$ cat src/rtl/fetch_if.sv
// rtl/fetch_if.sv - fetch stage bus: redirect, instruction memory and decode handshake
interface fetch_if;
    logic        redirect_valid;
    logic [31:0] redirect_pc;
    logic        imem_req;
    logic [31:0] imem_addr;
    logic        imem_ack;
    logic [31:0] imem_rdata;
    logic        out_valid;
    logic        out_ready;
    logic [31:0] out_pc;
    logic [31:0] out_instr;
    logic [31:0] out_pc_plus4;
    logic [31:0] fetch_count;

    modport master (
        input  redirect_valid, redirect_pc, imem_ack, imem_rdata, out_ready,
        output imem_req, imem_addr, out_valid, out_pc, out_instr, out_pc_plus4, fetch_count
    );

    modport slave (
        output redirect_valid, redirect_pc, imem_ack, imem_rdata, out_ready,
        input  imem_req, imem_addr, out_valid, out_pc, out_instr, out_pc_plus4, fetch_count
    );
endinterface

$ cat src/rtl/fetch_unit.sv
// rtl/fetch_unit.sv - instruction fetch stage with single outstanding request and redirect drain
module fetch_unit #(
    parameter logic [31:0] RESET_PC = 32'h0000_0000
) (
    input  logic      clk,
    input  logic      reset,
    fetch_if.master   bus
);

    typedef enum logic [1:0] {IDLE, REQ, DRAIN, HOLD} state_t;

    state_t      state_q, state_d;
    logic [31:0] pc_q, pc_d;
    // Address of the request on the bus while a stale fetch drains; pc_q then holds the redirect target.
    logic [31:0] addr_q, addr_d;
    logic        valid_q, valid_d;
    logic [31:0] out_pc_q, out_pc_d;
    logic [31:0] out_instr_q, out_instr_d;
    logic [31:0] count_q, count_d;
    logic [31:0] redir_pc;

    assign redir_pc         = bus.redirect_pc & ~32'h3;
    assign bus.imem_req     = (state_q == REQ) || (state_q == DRAIN);
    assign bus.imem_addr    = (state_q == DRAIN) ? addr_q : pc_q;
    assign bus.out_valid    = valid_q;
    assign bus.out_pc       = out_pc_q;
    assign bus.out_instr    = out_instr_q;
    assign bus.out_pc_plus4 = out_pc_q + 32'd4;
    assign bus.fetch_count  = count_q;

    // Next-state and datapath: redirect always overrides sequential pc+4 advance.
    always_comb begin
        state_d     = state_q;
        pc_d        = pc_q;
        addr_d      = (state_q == DRAIN) ? addr_q : pc_q;
        valid_d     = valid_q;
        out_pc_d    = out_pc_q;
        out_instr_d = out_instr_q;
        count_d     = (valid_q && bus.out_ready) ? count_q + 32'd1 : count_q;

        case (state_q)
            IDLE: begin
                state_d = REQ;
                if (bus.redirect_valid) pc_d = redir_pc;
            end
            REQ: begin
                if (bus.imem_ack) begin
                    if (bus.redirect_valid) begin
                        pc_d = redir_pc;
                    end else begin
                        out_pc_d    = pc_q;
                        out_instr_d = bus.imem_rdata;
                        valid_d     = 1'b1;
                        state_d     = HOLD;
                    end
                end else if (bus.redirect_valid) begin
                    pc_d    = redir_pc;
                    state_d = DRAIN;
                end
            end
            DRAIN: begin
                if (bus.redirect_valid) pc_d = redir_pc;
                if (bus.imem_ack) state_d = REQ;
            end
            HOLD: begin
                if (bus.redirect_valid) begin
                    valid_d = 1'b0;
                    pc_d    = redir_pc;
                    state_d = REQ;
                end else if (bus.out_ready) begin
                    valid_d = 1'b0;
                    pc_d    = pc_q + 32'd4;
                    state_d = REQ;
                end
            end
            default: state_d = IDLE;
        endcase
    end

    // State registers with asynchronous active-low reset.
    always_ff @(posedge clk or negedge reset) begin
        if (!reset) begin
            state_q     <= IDLE;
            pc_q        <= RESET_PC;
            addr_q      <= RESET_PC;
            valid_q     <= 1'b0;
            out_pc_q    <= 32'd0;
            out_instr_q <= 32'd0;
            count_q     <= 32'd0;
        end else begin
            state_q     <= state_d;
            pc_q        <= pc_d;
            addr_q      <= addr_d;
            valid_q     <= valid_d;
            out_pc_q    <= out_pc_d;
            out_instr_q <= out_instr_d;
            count_q     <= count_d;
        end
    end

endmodule

$ cat src/flat_wrapper.sv
// flat-port wrapper written by rule: the top's interface ports become plain ports
module fetch_unit_flat 
#(
    parameter logic [31:0] RESET_PC = 32'h0000_0000
)
  (clk, reset, bus_redirect_valid, bus_redirect_pc, bus_imem_ack, bus_imem_rdata, bus_out_ready, bus_imem_req, bus_imem_addr, bus_out_valid, bus_out_pc, bus_out_instr, bus_out_pc_plus4, bus_fetch_count);
  fetch_if bus_i ();
  input  logic clk;
  input  logic reset;
  input wire logic [$bits(bus_i.redirect_valid)-1:0] bus_redirect_valid;
  input wire logic [$bits(bus_i.redirect_pc)-1:0] bus_redirect_pc;
  input wire logic [$bits(bus_i.imem_ack)-1:0] bus_imem_ack;
  input wire logic [$bits(bus_i.imem_rdata)-1:0] bus_imem_rdata;
  input wire logic [$bits(bus_i.out_ready)-1:0] bus_out_ready;
  output wire logic [$bits(bus_i.imem_req)-1:0] bus_imem_req;
  output wire logic [$bits(bus_i.imem_addr)-1:0] bus_imem_addr;
  output wire logic [$bits(bus_i.out_valid)-1:0] bus_out_valid;
  output wire logic [$bits(bus_i.out_pc)-1:0] bus_out_pc;
  output wire logic [$bits(bus_i.out_instr)-1:0] bus_out_instr;
  output wire logic [$bits(bus_i.out_pc_plus4)-1:0] bus_out_pc_plus4;
  output wire logic [$bits(bus_i.fetch_count)-1:0] bus_fetch_count;
  assign bus_i.redirect_valid = bus_redirect_valid;
  assign bus_i.redirect_pc = bus_redirect_pc;
  assign bus_i.imem_ack = bus_imem_ack;
  assign bus_i.imem_rdata = bus_imem_rdata;
  assign bus_i.out_ready = bus_out_ready;
  assign bus_imem_req = bus_i.imem_req;
  assign bus_imem_addr = bus_i.imem_addr;
  assign bus_out_valid = bus_i.out_valid;
  assign bus_out_pc = bus_i.out_pc;
  assign bus_out_instr = bus_i.out_instr;
  assign bus_out_pc_plus4 = bus_i.out_pc_plus4;
  assign bus_fetch_count = bus_i.fetch_count;
  fetch_unit #(.RESET_PC(RESET_PC)) u_core (.clk(clk), .reset(reset), .bus(bus_i));
endmodule
$ cat config.mk
export PLATFORM = sky130hd
export DESIGN_NAME = fetch_unit_flat
export DESIGN_NICKNAME = d
export VERILOG_FILES = /design/src/rtl/fetch_if.sv /design/src/rtl/fetch_unit.sv /design/src/flat_wrapper.sv
export SDC_FILE = /design/constraint.sdc
export NUM_CORES = 1
export LEC_CHECK = 0
export BUFFER_PORTS_ARGS = -buffer_cell sky130_fd_sc_hd__buf_2
export CAP_MARGIN = 20
export CORE_MARGIN = 10
export CORE_UTILIZATION = 48
export CTS_BUF_LIST = sky130_fd_sc_hd__clkbuf_8
export DETAILED_ROUTE_END_ITERATION = 10
export GPL_ROUTABILITY_DRIVEN = 0
export GPL_TIMING_DRIVEN = 0
export PLACE_DENSITY_LB_ADDON = 0.1
export SYNTH_ARGS = -nofsm -noshare
export SYNTH_HDL_FRONTEND = slang
export SYNTH_SLANG_ARGS = --single-unit
$ cat constraint.sdc
create_clock -name clk -period 1.7 [get_ports clk]
set_input_delay 0.17 -clock clk [delete_from_list [all_inputs] [get_ports clk]]
set_output_delay 0.17 -clock clk [all_outputs]
set_load 0.01 [all_outputs]
==> results.cfg, run 1 <==
[status]
status = finished with violations
violations = negative setup slack

[yosys]
synth_edf_count = 0
synth_seq_cells = 159
netlist_instances = 664
synthFlopType = dfrtp_1
syn_avg_cell_area_um2 = 11.22
yosysWarnings = 0
ys_seq_area_share_pct = 53.38
synthArstFlopShare_pct = 100.0
netlist_area_um2 = 7453
netlist-cell-type-count = 44

[layout]
nets = 1156
drive_above_1_share_pct = 55.12
fin_area_um2 = 12250
area_growth_pct = 64.41

[worst_setup_path]
r2r_start = u_core.state_q[1]
arrival_ns = 2.10
worstPathMaxFanout = 5
crit_start = u_core.bus.out_pc[3]
start_kind = flip-flop
r2r_cells = 7
end_kind = output port
crit_type = flip-flop to output port
required_ns = 1.53

[floorplanning]
num_rows = 45
start_util_pct = 49.03
coreArea_um2 = 15200
dieArea_um2 = 20910
ios = 231
die-height_um = 144.6
die_w_um = 144.6

[power]
power_density_nw_per_um2 = 1410
power_w = 0.01727
ir_drop_mv = 1.186
p_leak_nw = 5.817

[cts]
cts_tree = yes
clock-sinks = 159
clockBufferDepth = 2
htree_levels = 4
cts_root_buf = clkbuf_8
numCtsBuffers = 17
path_clk_slew_ns = 0.08
worst_skew_pair.late_latency_ns = 0.46

[drt]
route.vias.total = 7104
drt_iter0_markers = 522
viasPerCell = 5.537
drc = 0
postRouteAntennaNets = 0
dr.pass1.iters = 5
routed_wl_um = 27160
wl_per_cell_um = 21.17

[timing]
setup_ws_ns = -0.5701
finalCritPeriodShare_pct = 133.5
slew-limit-headroom_pct = 53.05
drv_slew = 0
rsz0062_at_grt = true
holdWs_ns = 0.04875
fin_skew_ns = 0.01305
fmax_ghz = 0.4405
fin_tns_setup_ns = -24.46
period_minus_slack_ns = 2.270
hold_viol = 0
worstMarginPinSlew_ns = 0.7043
setup_viol = 107

[hold_path]
hold_depth = 3
hold_path_class = input pin to flip-flop
hold_start = bus_redirect_pc[30]

[global_routing]
grt_pass1_wl_um = 39560
antenna_found_initial = 1
grt-ovfl-total = 0
grt_pass1_vias = 7479
grt_max_degree = 89
grtUsageTotal_pct = 24.23

[placed_design]
placed_area_um2 = 8942
portBuffers = 223
dp_hpwl_um = 16010
pre_cts_ws_ns = -0.4037

[run]
maxCapViolCount = 0
## cells by family (layout without fill, tap and decap cells)
kind of cell	after synthesis	in the layout	synth area share (%)
mux	82	82	12.37
buf+inv	53	479	3.156
flops	159	159	53.38
other cells	1	5	0.05031
compound gates	70	70	5.926
fa+ha+maj	6	6	1.007
xor+xnor	69	69	8.108
simple gates	224	225	16.00
## placed cells by master, fill, tap and decap left out, types with 7 or more instances in the layout
cell type      netlist  routed
a31oi_1             14      12
buf_4                4      74
xor2_1              26      25
and3_1              14       9
nor2_1              27      21
nand2_4              0       7
buf_2                5     192
inv_1               19      18
mux2_2              81      56
dfrtp_2              0      19
or4_1               14       8
nor3_4               0       9
nand4_1             23      23
dfrtp_1            159     140
xnor2_1             43      38
nand3_1             33      21
o21ai_1              1      10
mux2_4               0      25
o21ai_0             30      15
buf_6                2      74
buf_8                0      11
dlygate4sd3_1        0      60
clkbuf_8             0      22
nand2_1             60      48
## worst max-delay path, cell delays in order, from the launching register on
cell and delay, ns:
dfrtp_1 0.42, ha_4 0.15, and3_4 0.20, buf_4 0.13, nand3_4 0.15, nor3_2 0.21, xnor2_1 0.19, buf_2 0.19
## registers in the layout (all words and copies together), names as in the netlist
| name | cells |
|---|---|
| u_core.addr_q | 32 |
| u_core.bus.fetch_count | 32 |
| u_core.bus.out_instr | 32 |
| u_core.bus.out_pc | 30 |
| u_core.bus.out_valid | 1 |
| u_core.pc_q | 30 |
| u_core.state_q | 2 |
## final cells by class
class                           count  area (um2)
Sequential cell                   159        4003
Fill cell                         878        2948
Antenna cell                        1       2.502
Buffer                             26       272.8
Timing Repair Buffer              401        3084
Clock inverter                     11       161.4
Inverter                           20       77.57
Clock buffer                       21       289.0
Tap cell                          188       235.2
Multi-Input combinational cell    456        4129
## metrics by stage
stage | std cells | utilization, %
after floorplan | 667 | -
after global placement | 1078 | 58.60
after detailed placement | 1079 | 58.82
after CTS | 1260 | 76.40
after global routing | 1283 | 80.61
final | 1283 | 80.61
## power breakdown
group	switching [W]	internal, W	total, W
clock	0.00145	0.00174	0.00319
sequential	0.000939	0.00491	0.00585
combinational	0.00391	0.00431	0.00823
## worst paths after layout
check	endpoint	slack (ns)
max	bus_out_pc_plus4[22]	-0.57
min	u_core.pc_q[30]	0.05
max reg2reg	u_core.pc_q[30]	-0.25
min reg2reg	u_core.bus.fetch_count[31]	0.48
max in group asynchronous	u_core.state_q[1]	0.50
min in group asynchronous	u_core.addr_q[29]	0.30
## Yosys cell counts, types with 5 or more instances
cell,n,area [um2]
dfrtp_1,159,3979
mux2_2,81,912.1
nand2_1,60,225.2
xnor2_1,43,376.6
nand3_1,33,165.2
o21ai_0,30,150.1
nor2_1,27,101.4
xor2_1,26,227.7
nand4_1,23,143.9
inv_1,19,71.32
clkbuf_1,18,67.56
nor3_1,17,85.08
a31oi_1,14,87.58
and3_1,14,87.58
or4_1,14,105.1
and4_1,13,113.9
o31ai_1,9,67.56
and2_1,6,37.54
ha_1,6,75.07
nor4_1,6,37.54
buf_2,5,25.02
or3_1,5,31.28
## timing repair
item / 4_1_cts / 5_1_grt
resized for setup: 231 / 116
setup buffers: 88 / 31
hold buffers: 60 / 0
setup endpoints to repair: 168 / 168
pin swaps: 52 / 43
gates cloned: 7 / 3
hold endpoints to repair: 130 / 0
## metal layers
metal	vias up	wire length [um]	GRT usage, %
met1	3514	10490	29.10
met2	341	13820	40.81
met3	54	2213	6.986
met5	-	0	0
li1	3195	-	-
met4	0	636	8.085
No activity file was read; power rests on OpenSTA's default activity.
==> run 2: changes to the inputs <==
--- a/config.mk
+++ b/config.mk
@@ -14,6 +14,8 @@
 export GPL_ROUTABILITY_DRIVEN = 0
 export GPL_TIMING_DRIVEN = 0
 export PLACE_DENSITY_LB_ADDON = 0.1
+export RECOVER_POWER = 50
+export SKIP_LAST_GASP = 1
 export SYNTH_ARGS = -nofsm -noshare
 export SYNTH_HDL_FRONTEND = slang
 export SYNTH_SLANG_ARGS = --single-unit
==> run 2 against run 1 <==
Net effect: the run still ends with negative setup slack left; maximum frequency is 0.87% higher; sequential share of layout area is 0.44 points higher; global-route usage is 0.24 points lower; critical path depth stayed put; combinational power is 4.5% lower; via count is 0.39% lower.
==> results.cfg, run 2 (synthesized netlist as in run 1, its figures left out) <==
[cts]
clock-sinks = 159
htree_levels = 4
clockBufferDepth = 2
cts_tree = yes
cts_root_buf = clkbuf_8
path_clk_slew_ns = 0.09
worst_skew_pair.late_latency_ns = 0.46
numCtsBuffers = 17

[timing]
rsz0062_at_grt = true
fmax_ghz = 0.4443
hold_viol = 0
finalCritPeriodShare_pct = 132.4
fin_tns_setup_ns = -22.48
period_minus_slack_ns = 2.251
holdWs_ns = 0.03751
worstMarginPinSlew_ns = 1.040
slew-limit-headroom_pct = 30.68
setup_viol = 90
drv_slew = 0
setup_ws_ns = -0.5505
fin_skew_ns = 0.01752

[floorplanning]
start_util_pct = 49.03
die-height_um = 144.6
coreArea_um2 = 15200
num_rows = 45
ios = 231
die_w_um = 144.6
dieArea_um2 = 20910

[drt]
routed_wl_um = 26510
drc = 0
postRouteAntennaNets = 0
dr.pass1.iters = 7
viasPerCell = 5.524
wl_per_cell_um = 20.70
drt_iter0_markers = 511
route.vias.total = 7076

[layout]
drive_above_1_share_pct = 47.71
instances_no_fill = 1281
nets = 1154
final_cell_mix = 140 x dfrtp_1, 125 x buf_2, 77 x buf_4
mostFrequentLayoutCell = dfrtp_1
area_growth_pct = 62.25

[run]
maxCapViolCount = 0

[placed_design]
portBuffers = 223
dp_hpwl_um = 16010
post-place-cells = 1079

[power]
swShare_pct = 36.96
power_density_nw_per_um2 = 1401
p_leak_nw = 5.606
power_frac_comb_pct = 46.4
seq_power_share_pct = 34.7
switchingPower_w = 0.006260
ir_drop_mv = 1.173
p_clk_share_pct = 18.9
power_w = 0.01694
p_int_w = 0.01068

[worst_setup_path]
worstPathMaxFanout = 5
rrSetupSlack_ns = -0.20
r2r_end = u_core.pc_q[30]
crit_type = flip-flop to output port
r2r_start = u_core.state_q[1]
crit_start = u_core.bus.out_pc[3]
required_ns = 1.53
r2r_cells = 7
end_kind = output port
arrival_ns = 2.08
start_kind = flip-flop
crit_end = bus_out_pc_plus4[18]

[hold_path]
hold_path_class = input pin to flip-flop

[global_routing]
grtUsageTotal_pct = 23.99
grt_pass1_vias = 7374
grt_pass1_wl_um = 39100
grt_max_degree = 89
grt-ovfl-total = 0
antenna_found_initial = 1

[status]
status = finished with violations
violations = negative setup slack
==> run 2: cell count changes in the layout (fill, tap and decap cells not counted), sizes merged <==
cell    delta
clkbuf    +66
buf       -68
==> run 2: worst min-delay path by stage <==
stage / startpoint / endpoint / slack, ns / depth (start not counted)
6_report: bus_redirect_pc[26] / u_core.pc_q[26] / 0.04 / 3
5_1_grt: bus_redirect_pc[31] / u_core.pc_q[31] / 0.02 / 3
4_1_cts: bus_redirect_pc[31] / u_core.pc_q[31] / 0.002 / 3
3_5_place_dp: reset / u_core.addr_q[29] / 0.24 / 1
3_3_place_gp: bus_redirect_pc[8] / u_core.pc_q[8] / 0.38 / 3
2_1_floorplan: reset / u_core.addr_q[0] / -0.13 / 0
==> run 2: cell type report <==
| cell class | instances | area (um2) |
|---|---|---|
| Multi-Input combinational cell | 456 | 4101 |
| Clock inverter | 11 | 161.4 |
| Tap cell | 188 | 235.2 |
| Fill cell | 908 | 3109 |
| Timing Repair Buffer | 399 | 2958 |
| Antenna cell | 1 | 2.502 |
| Buffer | 26 | 265.3 |
| Clock buffer | 21 | 289.0 |
| Sequential cell | 159 | 4003 |
| Inverter | 20 | 77.57 |
==> run 2: routing by layer <==
| metal | up-vias | part of all wire, % | GRT usage, % |
|---|---|---|---|
| met5 | - | 0 | 0 |
| met4 | 0 | 2.0 | 7.287 |
| met3 | 49 | 8.4 | 6.724 |
| met2 | 340 | 51 | 40.73 |
| met1 | 3488 | 39 | 28.92 |
| li1 | 3199 | - | - |
==> run 2: metrics by stage <==
stage	utilization [%]	cell area (um2)	setup slack [ns]
floorplan	-	7557	-0.07578
global placement	58.60	8909	-2.126
detailed placement	58.82	8942	-0.4037
CTS	75.70	11510	-0.5184
global route	79.55	12090	-0.6576
finish	79.55	12090	-0.5505
==> run 2: critical path, stage by stage, from the launching register on <==
cell and delay (ns):
dfrtp_1 0.42, ha_4 0.15, and3_4 0.20, buf_4 0.12, nand3_4 0.17, nor3_4 0.25, xor2_1 0.16, buf_2 0.16
==> run 2: what timing repair did <==
| action | in CTS | in global routing |
|---|---|---|
| hold endpoints to repair | 130 | 0 |
| pin swaps | 46 | 42 |
| endpoints found under the setup margin | 168 | 169 |
| gates resized for setup | 204 | 128 |
| cloned | 7 | 1 |
| hold buffers | 60 | 0 |
| setup buffers | 88 | 30 |
==> run 2: power by group through the flow <==
stage,clock network (W),registers [W],logic (W)
after floorplan,0,0.00614,0.00252
after global placement,0,0.00589,0.00499
after detailed placement,0,0.00596,0.00511
after CTS,0.00323,0.00577,0.00726
after global routing,0.00340,0.00601,0.00841
final,0.00319,0.00588,0.00786
